<file path="config.mk">
export PLATFORM = sky130hd
export DESIGN_NAME = multicycle_ctrl
export DESIGN_NICKNAME = d
export VERILOG_FILES = /design/src/rtl/multicycle_ctrl.sv
export SDC_FILE = /design/constraint.sdc
export NUM_CORES = 1
export LEC_CHECK = 0
export BUFFER_PORTS_ARGS = -buffer_cell sky130_fd_sc_hd__buf_2
export CORE_MARGIN = 4
export CORE_UTILIZATION = 52
export DETAILED_ROUTE_END_ITERATION = 7
export GPL_ROUTABILITY_DRIVEN = 0
export PLACE_DENSITY = 0.87
export SLEW_MARGIN = 10
export SYNTH_ARGS = -nofsm -noshare
export SYNTH_HDL_FRONTEND = slang
export SYNTH_SLANG_ARGS = --single-unit
</file>
<file path="constraint.sdc">
create_clock -name clk_i -period 2.9 [get_ports clk_i]
set_input_delay 0.58 -clock clk_i [delete_from_list [all_inputs] [get_ports clk_i]]
set_output_delay 0.58 -clock clk_i [all_outputs]
set_load 0.005 [all_outputs]
</file>
<file path="src/rtl/multicycle_ctrl.sv">
// Multicycle RV32 control FSM: FETCH/DECODE/EXEC/MEM/WB with a memory-wait
// timeout and a sticky TRAP state that only reset can leave.
module multicycle_ctrl #(
    parameter int TIMEOUT = 16
) (
    input  logic        clk_i,
    input  logic        rst_i,
    input  logic [31:0] instr_i,
    input  logic        imem_ack_i,
    input  logic        dmem_ack_i,
    input  logic        br_taken_i,
    output logic        imem_req_o,
    output logic        dmem_req_o,
    output logic        dmem_we_o,
    output logic        ir_we_o,
    output logic        pc_we_o,
    output logic        pc_sel_o,
    output logic [2:0]  imm_sel_o,
    output logic        alu_a_sel_o,
    output logic        alu_b_sel_o,
    output logic        rd_wren_o,
    output logic [1:0]  wb_sel_o,
    output logic [2:0]  state_o,
    output logic        illegal_o,
    output logic [31:0] instret_o
);

    typedef enum logic [2:0] {
        S_FETCH  = 3'd0,
        S_DECODE = 3'd1,
        S_EXEC   = 3'd2,
        S_MEM    = 3'd3,
        S_WB     = 3'd4,
        S_TRAP   = 3'd5
    } state_t;

    typedef enum logic [3:0] {
        C_OPIMM, C_OP, C_LOAD, C_STORE, C_BRANCH,
        C_JALR, C_JAL, C_AUIPC, C_LUI, C_ILL
    } cls_t;

    localparam logic [3:0] WAIT_MAX = 4'(TIMEOUT - 1);

    state_t      state, state_n;
    cls_t        dec_cls, cls_q;
    logic [3:0]  wcnt, wcnt_n;
    logic [31:0] instret;
    logic        retire;
    logic        unused_instr;

    assign unused_instr = ^instr_i[31:7];

    function automatic logic [2:0] imm_of(input cls_t c);
        case (c)
            C_OPIMM, C_LOAD, C_JALR: imm_of = 3'd0;
            C_STORE:                 imm_of = 3'd1;
            C_BRANCH:                imm_of = 3'd2;
            C_JAL:                   imm_of = 3'd3;
            C_LUI, C_AUIPC:          imm_of = 3'd4;
            default:                 imm_of = 3'd7;
        endcase
    endfunction

    always_comb begin
        dec_cls = C_ILL;
        if (instr_i[1:0] == 2'b11) begin
            case (instr_i[6:2])
                5'b00100: dec_cls = C_OPIMM;
                5'b01100: dec_cls = C_OP;
                5'b00000: dec_cls = C_LOAD;
                5'b01000: dec_cls = C_STORE;
                5'b11000: dec_cls = C_BRANCH;
                5'b11001: dec_cls = C_JALR;
                5'b11011: dec_cls = C_JAL;
                5'b00101: dec_cls = C_AUIPC;
                5'b01101: dec_cls = C_LUI;
                default:  dec_cls = C_ILL;
            endcase
        end
    end

    always_ff @(posedge clk_i) begin
        if (rst_i) begin
            state   <= S_FETCH;
            cls_q   <= C_OPIMM;
            wcnt    <= 4'd0;
            instret <= 32'd0;
        end else begin
            state <= state_n;
            wcnt  <= wcnt_n;
            if (state == S_DECODE)
                cls_q <= dec_cls;
            if (retire)
                instret <= instret + 32'd1;
        end
    end

    always_comb begin
        state_n     = state;
        wcnt_n      = wcnt;
        imem_req_o  = 1'b0;
        dmem_req_o  = 1'b0;
        dmem_we_o   = 1'b0;
        ir_we_o     = 1'b0;
        pc_we_o     = 1'b0;
        pc_sel_o    = 1'b0;
        imm_sel_o   = 3'd7;
        alu_a_sel_o = 1'b0;
        alu_b_sel_o = 1'b0;
        rd_wren_o   = 1'b0;
        wb_sel_o    = 2'd0;
        illegal_o   = 1'b0;
        case (state)
            S_FETCH: begin
                imem_req_o = 1'b1;
                if (imem_ack_i) begin
                    ir_we_o = 1'b1;
                    state_n = S_DECODE;
                end else if (wcnt == WAIT_MAX) begin
                    state_n = S_TRAP;
                end else begin
                    wcnt_n = wcnt + 4'd1;
                end
            end
            S_DECODE: begin
                // Class is not latched yet; present the immediate from the live decode.
                imm_sel_o = imm_of(dec_cls);
                state_n   = (dec_cls == C_ILL) ? S_TRAP : S_EXEC;
            end
            S_EXEC: begin
                imm_sel_o   = imm_of(cls_q);
                alu_a_sel_o = (cls_q == C_AUIPC) || (cls_q == C_JAL) || (cls_q == C_BRANCH);
                alu_b_sel_o = (cls_q != C_OP);
                case (cls_q)
                    C_BRANCH: begin
                        pc_we_o  = 1'b1;
                        pc_sel_o = br_taken_i;
                        state_n  = S_FETCH;
                    end
                    C_LOAD, C_STORE: state_n = S_MEM;
                    default:         state_n = S_WB;
                endcase
            end
            S_MEM: begin
                imm_sel_o  = imm_of(cls_q);
                dmem_req_o = 1'b1;
                dmem_we_o  = (cls_q == C_STORE);
                if (dmem_ack_i) begin
                    if (cls_q == C_STORE) begin
                        pc_we_o = 1'b1;
                        state_n = S_FETCH;
                    end else begin
                        state_n = S_WB;
                    end
                end else if (wcnt == WAIT_MAX) begin
                    state_n = S_TRAP;
                end else begin
                    wcnt_n = wcnt + 4'd1;
                end
            end
            S_WB: begin
                imm_sel_o = imm_of(cls_q);
                rd_wren_o = 1'b1;
                pc_we_o   = 1'b1;
                pc_sel_o  = (cls_q == C_JAL) || (cls_q == C_JALR);
                wb_sel_o  = (cls_q == C_LOAD) ? 2'd1 :
                            ((cls_q == C_JAL) || (cls_q == C_JALR)) ? 2'd2 : 2'd0;
                state_n   = S_FETCH;
            end
            S_TRAP:  illegal_o = 1'b1;
            default: state_n = S_TRAP;
        endcase
        // Any state change clears the wait count, so FETCH and MEM start from zero.
        if (state_n != state)
            wcnt_n = 4'd0;
        if (rst_i) begin
            imem_req_o  = 1'b0;
            dmem_req_o  = 1'b0;
            dmem_we_o   = 1'b0;
            ir_we_o     = 1'b0;
            pc_we_o     = 1'b0;
            pc_sel_o    = 1'b0;
            imm_sel_o   = 3'd7;
            alu_a_sel_o = 1'b0;
            alu_b_sel_o = 1'b0;
            rd_wren_o   = 1'b0;
            wb_sel_o    = 2'd0;
            illegal_o   = 1'b0;
        end
    end

    assign retire    = (state_n == S_FETCH) &&
                       ((state == S_EXEC) || (state == S_MEM) || (state == S_WB));
    assign state_o   = state;
    assign instret_o = instret;

endmodule

</file>
**Word-level counts from Yosys, hierarchy flattened**

Memories as Yosys holds them, arrays and structs flattened. A register that Yosys moved wholly into a read port is not among the register bits.
Cells that the tools add are included.

- Memory bits (read-only): 320
- Output and inout bits: 50
- Word-level logic and storage cells: 90
- Register bits: 43
- Bits of input ports: 37
- Memories: 5

Memory list:

| memory | words | width | read ports | clocked after memory_dff | wr ports | line | RTL |
|---|---|---|---|---|---|---|---|
| (name not given) | 32 | 4 | 1 | 0 | 0 | 67 | `case (instr_i[6:2])` |
| (name not given) | 16 | 3 | 1 | 0 | 0 | 54 | `case (c)` |
| (name not given) | 16 | 3 | 1 | 1 | 0 | 54 |  |
| (name not given) | 16 | 3 | 1 | 1 | 0 | 54 |  |
| (name not given) | 16 | 3 | 1 | 1 | 0 | 54 |  |

- Mux-type cells: 49
- Eq/ne operators: 18
- Reductions and logical operators: 12
- $add $sub $neg: 2

Operator list:

| kind | number |
|---|---|
| $mux 4 | 10 |
| $add 32x1->32 const B | 1 |
| $mux 1 | 23 |
| $mux 3 | 6 |
| $pmux 3 s6 | 1 |
| $eq 4x3->1 const B | 4 |
| $pmux 3 s4 | 1 |
| $eq 4x2->1 const B | 2 |
| $eq 4x4->1 const B | 2 |
| $mux 2 | 4 |
| $pmux 4 s2 | 1 |
| $eq 3x2->1 const B | 2 |
| $eq 3x3->1 const B | 2 |
| $logic_not 3->1 | 2 |
| $pmux 3 s2 | 1 |
| $logic_or 1x1->1 | 5 |
| $add 4x1->4 const B | 1 |
| $ne 2x2->1 const B | 2 |
| $ne 4x1->1 const B | 1 |
| $reduce_or 2->1 | 2 |
| $eq 3x1->1 const B | 1 |
| $ne 3x3->1 | 1 |
| $pmux 1 s3 | 1 |
| $reduce_and 3->1 | 1 |
| other kinds (4) | 4 |

**Logic depth before layout (Yosys ltp)**

- Depth in word-level cells: 7
- Depth in mapped cells: 10

**Worst setup path before layout**

No wires, ideal clock.

- Path kind: input -> output
- Start point: input port instr_i[3]
- End point: output port imm_sel_o[0]
- Stages on the path: 8
- Buffers on the path: 0
- Arrival: 2027 ps
- Data required time: 2320 ps
- Setup slack: 293 ps
- Cells stage by stage: inv_1 ha_1 and3b_1 o311ai_0 a21oi_1 a21oi_1 a31oi_1 or2_2

- Word-level cells in the longest chain between the ends: 5

Ends and longest elaborated chain:

| element | line | RTL |
|---|---|---|
| start, declared | 8 | `input logic [31:0] instr_i,` |
| $mem_v2 32x4 | - |  |
| $mux 4 | 66 | `if (instr_i[1:0] == 2'b11) begin` |
| $mem_v2 16x3 | - |  |
| $pmux 3 s4 | 113 | `case (state)` |
| $mux 3 | 176 | `if (rst_i) begin` |
| end, declared | 18 | `output logic [2:0] imm_sel_o,` |

No other way between the ends.

**Worst setup path in the final report**

Ends and elaborated chain as after synthesis.

==> results_dict.tcl <==
set metrics [dict create \
    wl_met1_mm 3.15 \
    pre_cts_slack_ns -0.103 \
    dieArea_um2 6880 \
    layout.area.seq_um2 921 \
    max_clock_freq_ghz 0.353 \
    fillers 509 \
    fin_ws_ns 0.0658 \
    slew_viol_final 0 \
    worstSetupPathType "input pin to primary output" \
    drive_gt1_share_pct 25.1 \
    power_w 0.00167 \
    worst_setup_path_start_kind "input pin" \
    final.period_utilization_pct 97.7 \
    required_ns 2.32 \
    maxCapViolCount 0 \
    dp_hpwl_mm 5.29 \
    cts_sinks 46 \
    io_buffers 61 \
    wl_per_cell_um 14.8 \
    ys.warnings.count 0 \
    postCtsHoldBufs 0 \
    hold_viol_final 0 \
    synth_top_flop_cell "dfxtp_1" \
    setup_viol 0 \
    rsz0062_at_grt "yes" \
    tightestPinTransition_ns 0.710 \
    cts-buffers-inserted 5 \
    syn2layout_area_growth_pct 18.1 \
    synth-async-reset-ratio_pct 0 \
    relSlewSlack_pct 52.4 \
    vias 3059 \
    fin_nets 468 \
    overflow 0 \
    synth_edf_count 0 \
    die_w_um 82.9 \
    peakVddDrop_uv 312 \
    ys_types 62 \
    synth_nets 408 \
    cp.arrival_ns 2.25 \
    end_kind "primary output" \
    grtUsageTotal_pct 21.3 \
    firstDrtPassIters 4 \
    synthesis.area_um2 2920 \
    drtAntennaViolNets 0 \
    run_status "finished, final reports clean" \
    cts_buffer_depth 2 \
    fp.dieH_um 82.9 \
    fin_util_pct 63.0 \
    drc 0 \
    wl_met3_um 438 \
    cts-root-buf "clkbuf_8" \
    clock_latency_ns 0.31 \
    drtIter0Drc 211 \
    dr_wl_met2_mm 3.68 \
    core-area_um2 5470 \
    syn_inst 365 \
    period_needed_ns 2.83 \
    io_pins 87 \
    clock_skew_ns 0.00504 \
    hp-class "register to register" \
    antenna_found_initial 0 \
    htreeDepth 2 \
    finalWirelength_mm 7.37 \
    cts_tree "built" \
    vias_per_cell 6.14 \
    crit_fanout 3 \
    p_leak_nw 1.36 \
    initial_core_util_pct 53.3 \
    clk_pin_slew_ns 0.09 \
    ys_seq_area_share_pct 31.5 \
    maxUsedRoutingLayer "met4" \
    n_antenna_cell 0 \
    grt_pass1_wl_mm 12.5 \
    num_rows 27 \
    ys_seq_elements 46 \
    grt_max_degree 55 \
    p_per_area_nw_per_um2 486 \
    grt_pass1_vias 2808 \
    multiInputGateArea_um2 1870 \
    avgSynthCellArea_um2 8.00 \
]
## synthesized netlist by cell type (2+ instances only)
library cell   n  area share (%)
nand2b_1       4            0.86
a21oi_1       33             5.7
nor3b_1        4             1.0
nand4_1       10             2.1
o31ai_1       16             4.1
xor2_1         2            0.60
and2_1         2            0.43
buf_1          2            0.26
nor2b_1       14             3.0
a21o_1         2            0.51
nor2_1        33             4.2
a31oi_1        4            0.86
nand2_1       21             2.7
and3_1         4            0.86
clkbuf_1       9             1.2
or2_2          4            0.86
nor3_1         8             1.4
o21a_1         4             1.0
nor4b_1        3            0.90
xnor2_1        4             1.2
dfxtp_1       46              32
nand4bb_1      2            0.77
or3_1         10             2.1
or4_1         13             3.3
mux2_2         7             2.7
o31a_1         2            0.60
o21ai_0       15             2.6
nor4_1         7             1.5
inv_1         11             1.4
o311ai_1       3            0.90
a211oi_1       5             1.3
ha_1           6             2.6
buf_2          7             1.2
buf_6          3             1.2
mux2i_1        4             1.4
nand3_1       14             2.4
o2bb2ai_1      2            0.60
## state kept, by name, summed over array words and instances (netlist names), named ones only
register,count
instret_o,32
wcnt,4
cls_q,4
state_o,3
## metrics by stage
step           hold slack (ns)  TNS [ns]  area [um2]  std cells
4_1_cts                  0.495         0        3410        497
6_report                 0.492         0        3450        498
3_5_place_dp             0.482    -0.120        3290        489
2_1_floorplan            0.474         0        2920        365
5_1_grt                  0.523   -0.0615        3450        498
3_3_place_gp             0.468   -0.0385        3290        489
## routing by layer
layer  vias up  GRT usage, %
li1       1486             -
met1      1476          26.3
met2        89          35.8
met3         8          5.26
met4         0          8.17
met5         -             0
## cell type report
class / instances / area share [%]
timing repair buffer: 75 / 11.9
clock inverter: 2 / 1.09
multi-input combinational: 286 / 54.4
inverter: 11 / 1.20
sequential: 46 / 26.7
tap: 72 / 2.61
clock buffer: 6 / 2.11
## cell usage in the layout (no fill, tap or decap), types with 2 or more instances in the layout
cell | Yosys | layout
nor2b_1 | 14 | 13
o2bb2ai_1 | 2 | 2
nor4_1 | 7 | 7
xnor2_1 | 4 | 4
and3_1 | 4 | 4
buf_2 | 7 | 61
a21oi_2 | 1 | 2
nor3b_1 | 4 | 4
a21oi_1 | 33 | 32
nand4_1 | 10 | 10
a21o_1 | 2 | 2
a211oi_1 | 5 | 5
inv_1 | 11 | 11
mux2i_1 | 4 | 4
nor2_1 | 33 | 33
o21ai_0 | 15 | 13
dfxtp_1 | 46 | 46
mux2_2 | 7 | 7
o31ai_1 | 16 | 16
and2_1 | 2 | 2
a31oi_1 | 4 | 4
o21a_1 | 4 | 4
nand3_1 | 14 | 14
buf_4 | 1 | 14
or2_2 | 4 | 4
xor2_1 | 2 | 2
or4_1 | 13 | 13
ha_1 | 6 | 5
clkbuf_8 | 0 | 5
o311ai_1 | 3 | 4
nand2_1 | 21 | 21
nor3_1 | 8 | 8
o31a_1 | 2 | 2
nor4b_1 | 3 | 2
nand2b_1 | 4 | 4
or3_1 | 10 | 10
## kinds of logic (layout without fill, tap and decap cells)
group | after synthesis | after routing | share of synthesized area, %
AOI/OAI and AO/OA | 97 | 97 | 21.4
xor gates and xnor gates | 6 | 6 | 1.80
adders and majority gates | 6 | 6 | 2.57
buffers and inverters | 33 | 94 | 5.44
DFF | 46 | 46 | 31.5
muxes | 11 | 11 | 4.07
and+or+nand+nor | 166 | 166 | 33.1
## path summary, 6_finish.rpt
check	from	to	slack, ns	cells after the start
setup / recovery	instr_i[3]	imm_sel_o[0]	0.07	10
hold / removal	instret_o[31]	instret_o[31]	0.49	2
setup reg to reg	wcnt[0]	instret_o[18]	0.34	7
hold reg to reg	instret_o[31]	instret_o[31]	0.49	2
## power breakdown
group / switching, W / internal (W) / total (W)
registers: 0.0000594 / 0.000671 / 0.000730
logic: 0.000268 / 0.000186 / 0.000454
clock network: 0.000233 / 0.000257 / 0.000491
## critical path, stage by stage
cell and delay [ns]:
buf_2 0.09, inv_1 0.05, ha_2 0.17, and3b_1 0.19
o311ai_1 0.34, a21oi_1 0.14, a21oi_2 0.20, a31oi_1 0.11
or2_2 0.28, buf_2 0.13
## timing repair
| item | 4_1_cts | 5_1_grt |
|---|---|---|
| gates resized for setup | 3 | 6 |
| endpoints found under the setup margin | 3 | 4 |
| pin swaps | 0 | 4 |
| setup buffers | 0 | 1 |
| endpoints found under the hold margin | 0 | 0 |
Power figures use the tool's default switching activity.
